File: src/rtl/spc2_pkg.sv
// spc2 configuration sequencer shared definitions.
// Field layout of the spc2 config word and the frame FSM states.
package spc2_pkg;

    localparam int CFG_W = 16;
    localparam int F_W   = 4;
    localparam int GS_W  = 4;
    localparam int GD_W  = 3;

    localparam int F_LSB  = 12;
    localparam int IQ_BIT = 11;
    localparam int GS_LSB = 7;
    localparam int CE_BIT = 6;
    localparam int NS_BIT = 5;
    localparam int GD_LSB = 2;
    localparam int FS_BIT = 1;
    localparam int RE_BIT = 0;

    typedef enum logic [1:0] {
        ST_IDLE,
        ST_START,
        ST_DATA,
        ST_GUARD
    } seq_state_t;

    // Data bit idx of the frame; bit 0 of the frame is the word MSB.
    function automatic logic msb_first(
        input logic [CFG_W-1:0] w,
        input logic [3:0]       idx
    );
        return w[4'(CFG_W - 1) - idx];
    endfunction

endpackage

File: src/rtl/spc2_bit_timer.sv
// Baud counter shared by the start, data and guard periods.
// Strobes bit_done on the last clock of every bit period.
module spc2_bit_timer #(
    parameter int CLKS_PER_BIT = 4
) (
    input  logic clk,
    input  logic rst_n,
    input  logic en,
    output logic bit_done
);

    localparam int CW = (CLKS_PER_BIT > 1) ? $clog2(CLKS_PER_BIT) : 1;
    localparam logic [CW-1:0] CNT_LAST = CW'(CLKS_PER_BIT - 1);

    logic [CW-1:0] cnt_q;

    assign bit_done = en && (cnt_q == CNT_LAST);

    // Free-running within a frame; wraps at each bit boundary.
    always_ff @(posedge clk or negedge rst_n) begin
        if (!rst_n) begin
            cnt_q <= '0;
        end else if (!en || bit_done) begin
            cnt_q <= '0;
        end else begin
            cnt_q <= cnt_q + CW'(1);
        end
    end

endmodule

File: src/rtl/spc2_cfg_sequencer.sv
// Serializes 16-bit spc2 config words into framed Cfg_in bitstreams.
// One pending word is buffered; the last word can be refreshed.
module spc2_cfg_sequencer
    import spc2_pkg::*;
#(
    parameter int CLKS_PER_BIT   = 4,
    parameter int GUARD_BITS     = 2,
    parameter int REFRESH_CYCLES = 1000000
) (
    input  logic             Clk,
    input  logic             Resetn,
    input  logic [CFG_W-1:0] cfg_data,
    input  logic             cfg_valid,
    output logic             cfg_ready,
    input  logic             refresh_en,
    output logic             Cfg_out,
    output logic             busy,
    output logic             done,
    output logic [CFG_W-1:0] active_cfg,
    output logic             active_valid
);

    localparam int GW = (GUARD_BITS > 1) ? $clog2(GUARD_BITS) : 1;
    localparam int TW = (REFRESH_CYCLES > 1) ? $clog2(REFRESH_CYCLES) : 1;
    localparam logic [GW-1:0] GRD_LAST = GW'(GUARD_BITS - 1);
    localparam logic [TW-1:0] TMR_LAST = TW'(REFRESH_CYCLES - 1);

    seq_state_t       state_q, state_d;
    logic [CFG_W-1:0] word_q, word_d;
    logic [CFG_W-1:0] pend_q, pend_d;
    logic             pend_v_q, pend_v_d;
    logic [3:0]       bit_cnt_q, bit_cnt_d;
    logic [GW-1:0]    grd_q, grd_d;
    logic             out_q, out_d;
    logic [CFG_W-1:0] act_q, act_d;
    logic             act_v_q, act_v_d;
    logic [TW-1:0]    tmr_q, tmr_d;

    logic bit_done;
    logic hs;
    logic grd_last;
    logic tmr_run;
    logic rfr_trig;

    spc2_bit_timer #(
        .CLKS_PER_BIT(CLKS_PER_BIT)
    ) u_bit_timer (
        .clk     (Clk),
        .rst_n   (Resetn),
        .en      (state_q != ST_IDLE),
        .bit_done(bit_done)
    );

    assign cfg_ready    = !pend_v_q;
    assign hs           = cfg_valid && cfg_ready;
    assign busy         = (state_q != ST_IDLE);
    assign grd_last     = (state_q == ST_GUARD) && bit_done
                       && (grd_q == GRD_LAST);
    assign done         = grd_last;
    assign Cfg_out      = out_q;
    assign active_cfg   = act_q;
    assign active_valid = act_v_q;

    assign tmr_run  = (state_q == ST_IDLE) && refresh_en && act_v_q;
    assign rfr_trig = tmr_run && (tmr_q == TMR_LAST);

    // Refresh timer: idle cycles since the last frame, host word wins.
    always_comb begin
        tmr_d = '0;
        if (tmr_run && !rfr_trig && !hs) begin
            tmr_d = tmr_q + TW'(1);
        end
    end

    // Frame FSM: next state, registered serial bit, buffers.
    always_comb begin
        state_d   = state_q;
        word_d    = word_q;
        pend_d    = pend_q;
        pend_v_d  = pend_v_q;
        bit_cnt_d = bit_cnt_q;
        grd_d     = grd_q;
        out_d     = out_q;
        act_d     = act_q;
        act_v_d   = act_v_q;

        if (hs && busy && !grd_last) begin
            pend_d   = cfg_data;
            pend_v_d = 1'b1;
        end

        unique case (state_q)
            ST_IDLE: begin
                if (hs) begin
                    state_d = ST_START;
                    word_d  = cfg_data;
                    out_d   = 1'b1;
                end else if (rfr_trig) begin
                    state_d = ST_START;
                    word_d  = act_q;
                    out_d   = 1'b1;
                end
            end
            ST_START: begin
                if (bit_done) begin
                    state_d   = ST_DATA;
                    bit_cnt_d = '0;
                    out_d     = msb_first(word_q, 4'd0);
                end
            end
            ST_DATA: begin
                if (bit_done) begin
                    if (bit_cnt_q == 4'd15) begin
                        state_d = ST_GUARD;
                        grd_d   = '0;
                        out_d   = 1'b0;
                    end else begin
                        bit_cnt_d = bit_cnt_q + 4'd1;
                        out_d     = msb_first(word_q, bit_cnt_q + 4'd1);
                    end
                end
            end
            ST_GUARD: begin
                if (grd_last) begin
                    act_d   = word_q;
                    act_v_d = 1'b1;
                    if (pend_v_q) begin
                        state_d  = ST_START;
                        word_d   = pend_q;
                        pend_v_d = 1'b0;
                        out_d    = 1'b1;
                    end else if (hs) begin
                        state_d = ST_START;
                        word_d  = cfg_data;
                        out_d   = 1'b1;
                    end else begin
                        state_d = ST_IDLE;
                        out_d   = 1'b0;
                    end
                end else if (bit_done) begin
                    grd_d = grd_q + GW'(1);
                end
            end
        endcase
    end

    // State and datapath registers; reset truncates any frame.
    always_ff @(posedge Clk or negedge Resetn) begin
        if (!Resetn) begin
            state_q   <= ST_IDLE;
            word_q    <= '0;
            pend_q    <= '0;
            pend_v_q  <= 1'b0;
            bit_cnt_q <= '0;
            grd_q     <= '0;
            out_q     <= 1'b0;
            act_q     <= '0;
            act_v_q   <= 1'b0;
            tmr_q     <= '0;
        end else begin
            state_q   <= state_d;
            word_q    <= word_d;
            pend_q    <= pend_d;
            pend_v_q  <= pend_v_d;
            bit_cnt_q <= bit_cnt_d;
            grd_q     <= grd_d;
            out_q     <= out_d;
            act_q     <= act_d;
            act_v_q   <= act_v_d;
            tmr_q     <= tmr_d;
        end
    end

endmodule

File: config.mk
export PLATFORM = sky130hd
export DESIGN_NAME = spc2_cfg_sequencer
export DESIGN_NICKNAME = d
export VERILOG_FILES = /design/src/rtl/spc2_pkg.sv /design/src/rtl/spc2_bit_timer.sv /design/src/rtl/spc2_cfg_sequencer.sv
export SDC_FILE = /design/constraint.sdc
export NUM_CORES = 1
export LEC_CHECK = 0
export ABC_AREA = 0
export BUFFER_PORTS_ARGS = -buffer_cell sky130_fd_sc_hd__buf_2
export CAP_MARGIN = 20
export CORE_AREA = 2 2 103 105
export DETAILED_ROUTE_END_ITERATION = 8
export DIE_AREA = 0 0 105 107
export PLACE_DENSITY = 0.59
export SYNTH_ARGS = -nofsm -noshare
export SYNTH_HDL_FRONTEND = slang
export SYNTH_SLANG_ARGS = --single-unit
export TNS_END_PERCENT = 50
File: constraint.sdc
create_clock -name Clk -period 5.3 [get_ports Clk]
set_clock_uncertainty 0.1 [all_clocks]
set_input_delay 1.06 -clock Clk [delete_from_list [all_inputs] [get_ports Clk]]
set_output_delay 1.06 -clock Clk [all_outputs]
set_load 0.02 [all_outputs]
Word-level counts from Yosys, hierarchy flattened
Index checks and enable logic that the tools add are counted.
Cells by class
  $add $sub $neg: 5
  order comparisons: 1
  eq/ne operators: 15
  mux-type cells: 41
  reduce and logical (&&, ||, !) cells: 28
Operator list (count)
  16-bit 2-to-1 mux: 5
  16-bit one-hot mux with 2 select lines: 1
  20-bit by 1-bit adder with 20-bit output (second input constant): 1
  20-bit == test (second input constant): 1
  20-bit 2-to-1 mux: 1
  1-bit 2-to-1 mux: 19
  2-bit 2-to-1 mux: 7
  2-bit inequality test (second input constant): 7
  4-bit 2-to-1 mux: 3
  4-bit AND reduction: 3
  1-bit logical AND: 11
  5-bit AND reduction: 2
  2-bit one-hot mux with 4 select lines: 1
  4-bit one-hot mux with 2 select lines: 1
  2-bit nonzero test: 4
  2-bit == test (second input constant): 3
  3-bit inequality test (second input constant): 2
  1-bit zero test: 5
  4-bit by 5-bit less-than comparator with 1-bit output (second input constant): 1
  4-bit by 1-bit adder with 4-bit output (second input constant): 1
  1-bit binary-select mux with 4-bit select: 1
  4-bit == test (second input constant): 1
  1-bit one-hot mux with 4 select lines: 1
  4-bit subtractor (first input constant): 1
  7 further kinds: 7
Word-level totals
  bits in registers: 80
  input port bits: 20
  output and inout bits: 21
  logic and storage cells: 101

Longest topological paths before layout
  depth after elaboration: 10
  gate-level depth with buffers: 8
  gate-level depth less buffers: 7

By module
A second synthesis with hierarchy kept.
Second synthesis, totals
  cells, all modules: 396
  area, all modules: 4165.2 sq um
Modules (own cells, without submodules)
  spc2_cfg_sequencer: instances 1, cells an instance 390, area each 4073.9 sq um, sequential area each 1951.9 sq um
  spc2_bit_timer: instances 1, cells an instance 6, area each 91.3 sq um, sequential area each 50.0 sq um

Worst setup path before layout
OpenSTA, ideal clock, no wires.
  path kind: register -> output
  from: register state_q[0]
  to: output done
  data arrival time: 1724 ps
  slack: 2416 ps
  stages on the path, launching flop included: 7
  path buffers: 2
  cells stage by stage: dfrtp_1 > inv_1 > ha_1 > nand4b_1 > clkbuf_1 > clkinv_1 > buf_1
Between the ends
  longest elaborated chain between the ends: 4
Ends and longest elaborated chain
  start, declared: line spc2_cfg_sequencer.sv:28  | seq_state_t state_q, state_d;
  start signal, assigned: line spc2_cfg_sequencer.sv:161  | state_q <= state_d;
  2-bit nonzero test: line spc2_cfg_sequencer.sv:50  | .en (state_q != ST_IDLE),
  1-bit logical AND: line spc2_bit_timer.sv:17  | assign bit_done = en && (cnt_q == CNT_LAST);
  1-bit logical AND *: line spc2_cfg_sequencer.sv:57  | assign grd_last = (state_q == ST_GUARD) && bit_done
  1-bit logical AND *: line spc2_cfg_sequencer.sv:58  | && (grd_q == GRD_LAST);
  end, declared: line spc2_cfg_sequencer.sv:18  | output logic done,
Every way passes the cells marked *; elsewhere a longest branch is shown, timed or not.

Final worst setup path
Ends and elaborated chain as after synthesis.

==> impl_results.md <==
* Status: finished, final reports clean
* Synth warn at 0
* Detailed-route wire length at 8.77 mm
* GPL Wtd Cong at 0.797
* Area contributors post-synth: dfrtp_1, mux2_2, nand2_1, mux2i_1, mux2_4
* HP Start: u_bit_timer.cnt_q[0]$_DFF_PN0_
* Hold endpoint: u_bit_timer.cnt_q[0]$_DFF_PN0_
* CTS root buf: clkbuf_8
* Share of layout cells above drive strength 1 at 0.243
* Core Region at 0.0101 mm^2
* H-Tree Depth at 3
* Hold Fails Final Rpt at 0
* Fin crit period at 3.64 ns
* Die footprint at 0.0112 mm^2
* Gr usage total at 0.168
* CTS Hold Buffers Added at 0
* Req. time, crit path at 4.14 ns
* R2R cell count at 6
* Vias at 2880
* Hold path cells at 1
* Max Fclk at 275 MHz
* Max-cap violations at 0
* Setup TNS at 0 ns
* ANT nets after route at 0
* CTS tree: done
* Origin of the critical flop-to-flop path: state_q[0]$_DFFE_PN0P_
* DR pass1 iterations at 4
* FILL cells at 989
* Cells after Synth at 376
* Syn_nets at 403
* R2r setup slk at 2.43 ns
* Met2 usage at 0.276
* Setup bufs post-CTS at 0
* Crit-path max FO at 22
* RSZ-0062 raised after global routing: false
* Seq cells post-synth at 80
* Max Root-Sink Buffers at 2
* Critical register-to-register path endpoint: pend_q[10]$_DFFE_PN0P_
* Total grt overflow at 0
* Final setup margin at 1.66 ns
* Wire length of the first global-routing pass at 15.0 mm
* Peak supply drop at 131 uV
* Number of I/O pins at 41
* Cts repair resizes at 0
* CP Data Arrival Time at 2.48 ns
* Post-synth top cells: dfrtp_1, nand2_1, a21oi_1, mux2_2, nor2_1
* Post-synthesis sequential area ratio at 0.498
* Final instance area at 0.00457 mm^2
* Die W at 105 um
* Diodes inserted at 0
* Synth top area share at 0.498
* Number of global-route vias before repair at 2993
* Crit Path Category: flop to primary output
* M3 GR Usage at 0.0529
* Row Count at 37
* Ys async rst share at 1.00
* Critical-path cell list: ha_1 -> buf_4 -> nand4b_1 -> buf_4 -> clkinv_1 -> buf_2
* Die height at 107 um
* DRC viols at 0
* Final Net Count at 441
* Post-synth EDFFs at 0
* Detailed placer's ending HPWL at 5.80 mm
* Final setup vio count at 0
* Hold Path Class: flop to flop
* Initial Util at 0.398
* Clock Latency Late Sink at 0.34 ns
* Post-Place Worst Slack at 2.06 ns
* Worst setup SP type: flop
* Drt initial violations at 105
* Synth area leader: dfrtp_1
* TritonCTS Buffers at 9
* Worst-Margin Slew at 0.986 ns
* Power Density at 247 mW/mm^2
* GR Layer Usage met1 at 0.212
* Setup crit end kind: primary output
* Crit-path max cell delay at 0.47 ns
* Final Max Slew Viols at 0
* Area after DPL at 0.00434 mm^2
* Crit path max-delay cell type: clkinv_1
* Initial antenna violation count at 1
* Clk pin slew, worst setup/hold paths at 0.08 ns
* Largest net degree at the start of global routing at 81
* Synth Area per Inst at 10.7 um^2
* CTS sink count at 80
* Tcrit/Tclk final at 0.687
* Most common cell in the synthesized netlist: dfrtp_1
* Most used cell, CP: buf_4
* Synth cell types at 42
* GRT busiest layer: met2
* Post-Synthesis Cell Area at 0.00402 mm^2
* Most used DFF post-synth: dfrtp_1
* Drt via density at 5.19
* Leakage at 2.10 nW
* Number of port buffers at 40
* Slew HR at 0.341
* Routed WL per cell at 15.8 um
* Area Overhead vs Synth at 13.7%
## critical path, delay by kind of cell, from the launching register on
kind                     cells  cell delay, ns
adder cells (fa/ha/maj)      1            0.22
buffers and inverters        4            1.33
flip-flops                   1            0.44
AND/OR/NAND/NOR              1            0.13
## sequential cells by signal, summed over array words and instances, names as in the netlist, 2 cells and up
name / count
active_cfg: 16
u_bit_timer.cnt_q: 2
state_q: 2
tmr_q: 20
bit_cnt_q: 4
word_q: 16
pend_q: 16
## placed cells by master (no fill, tap or decap), types with 4 or more instances in the layout
cell type and n:
mux2_2 25, ha_1 7, inv_1 9, mux2_4 9, and4_1 4, buf_2 39, mux4_2 4, o22ai_1 16
nor2_1 23, a21oi_1 25, nand3_1 12, xnor2_1 7, nor3_1 5, o21ai_0 8, mux2i_1 19, dfrtp_1 80
xor2_1 10, nand2_1 64, clkbuf_8 11, nand4_1 4
## area by class of cell
type	instances	area (um^2)	area share
Multi-Input combinational cell	270	1910	0.418
Timing Repair Buffer	43	245	0.0537
Inverter	10	37.5	0.00821
Sequential cell	80	2000	0.438
Clock inverter	5	55.1	0.0120
Clock buffer	11	151	0.0331
Tap cell	136	170	0.0372
## worst max-delay path by stage
stage / start / endpoint / slack [ns]
floorplan: state_q[0]$_DFFE_PN0P_ / done / 2.42
global placement: state_q[0]$_DFFE_PN0P_ / done / 2.11
detailed placement: state_q[0]$_DFFE_PN0P_ / done / 2.06
CTS: state_q[0]$_DFFE_PN0P_ / done / 1.66
global route: state_q[0]$_DFFE_PN0P_ / done / 1.46
finish: state_q[0]$_DFFE_PN0P_ / done / 1.66
## cell families after synthesis
group / share of synthesized area
and+or+nand+nor: 0.151
DFF: 0.498
AOI/OAI and AO/OA: 0.0918
muxes: 0.173
buffers and inverters: 0.0268
xor gates and xnor gates: 0.0370
adders and majority gates: 0.0218
## metal layers
layer / part of all wire / wire, um
met3: 0.041 / 363
met2: 0.49 / 4310
met5: 0 / 0
met1: 0.46 / 4010
met4: 0.0091 / 80
## metrics by stage
stage                     hold slack [ns]  utilization  instances  power, W
after floorplan                     0.319            -        376  0.000652
after global placement              0.331        0.430        538  0.000676
after detailed placement            0.350        0.430        538  0.000677
after CTS                           0.361        0.450        554   0.00115
after global routing                0.393        0.453        555   0.00118
final                               0.354        0.453        555   0.00113
## where the power goes
part / switching (W) / internal [W] / leakage [nW]
registers: 0.00000506 / 0.000620 / 1.07
logic: 0.0000227 / 0.0000184 / 0.933
clock network: 0.000220 / 0.000242 / 0.101
total: 0.000248 / 0.000881 / 2.10
Note: power is estimated with default switching activity, not from simulation.
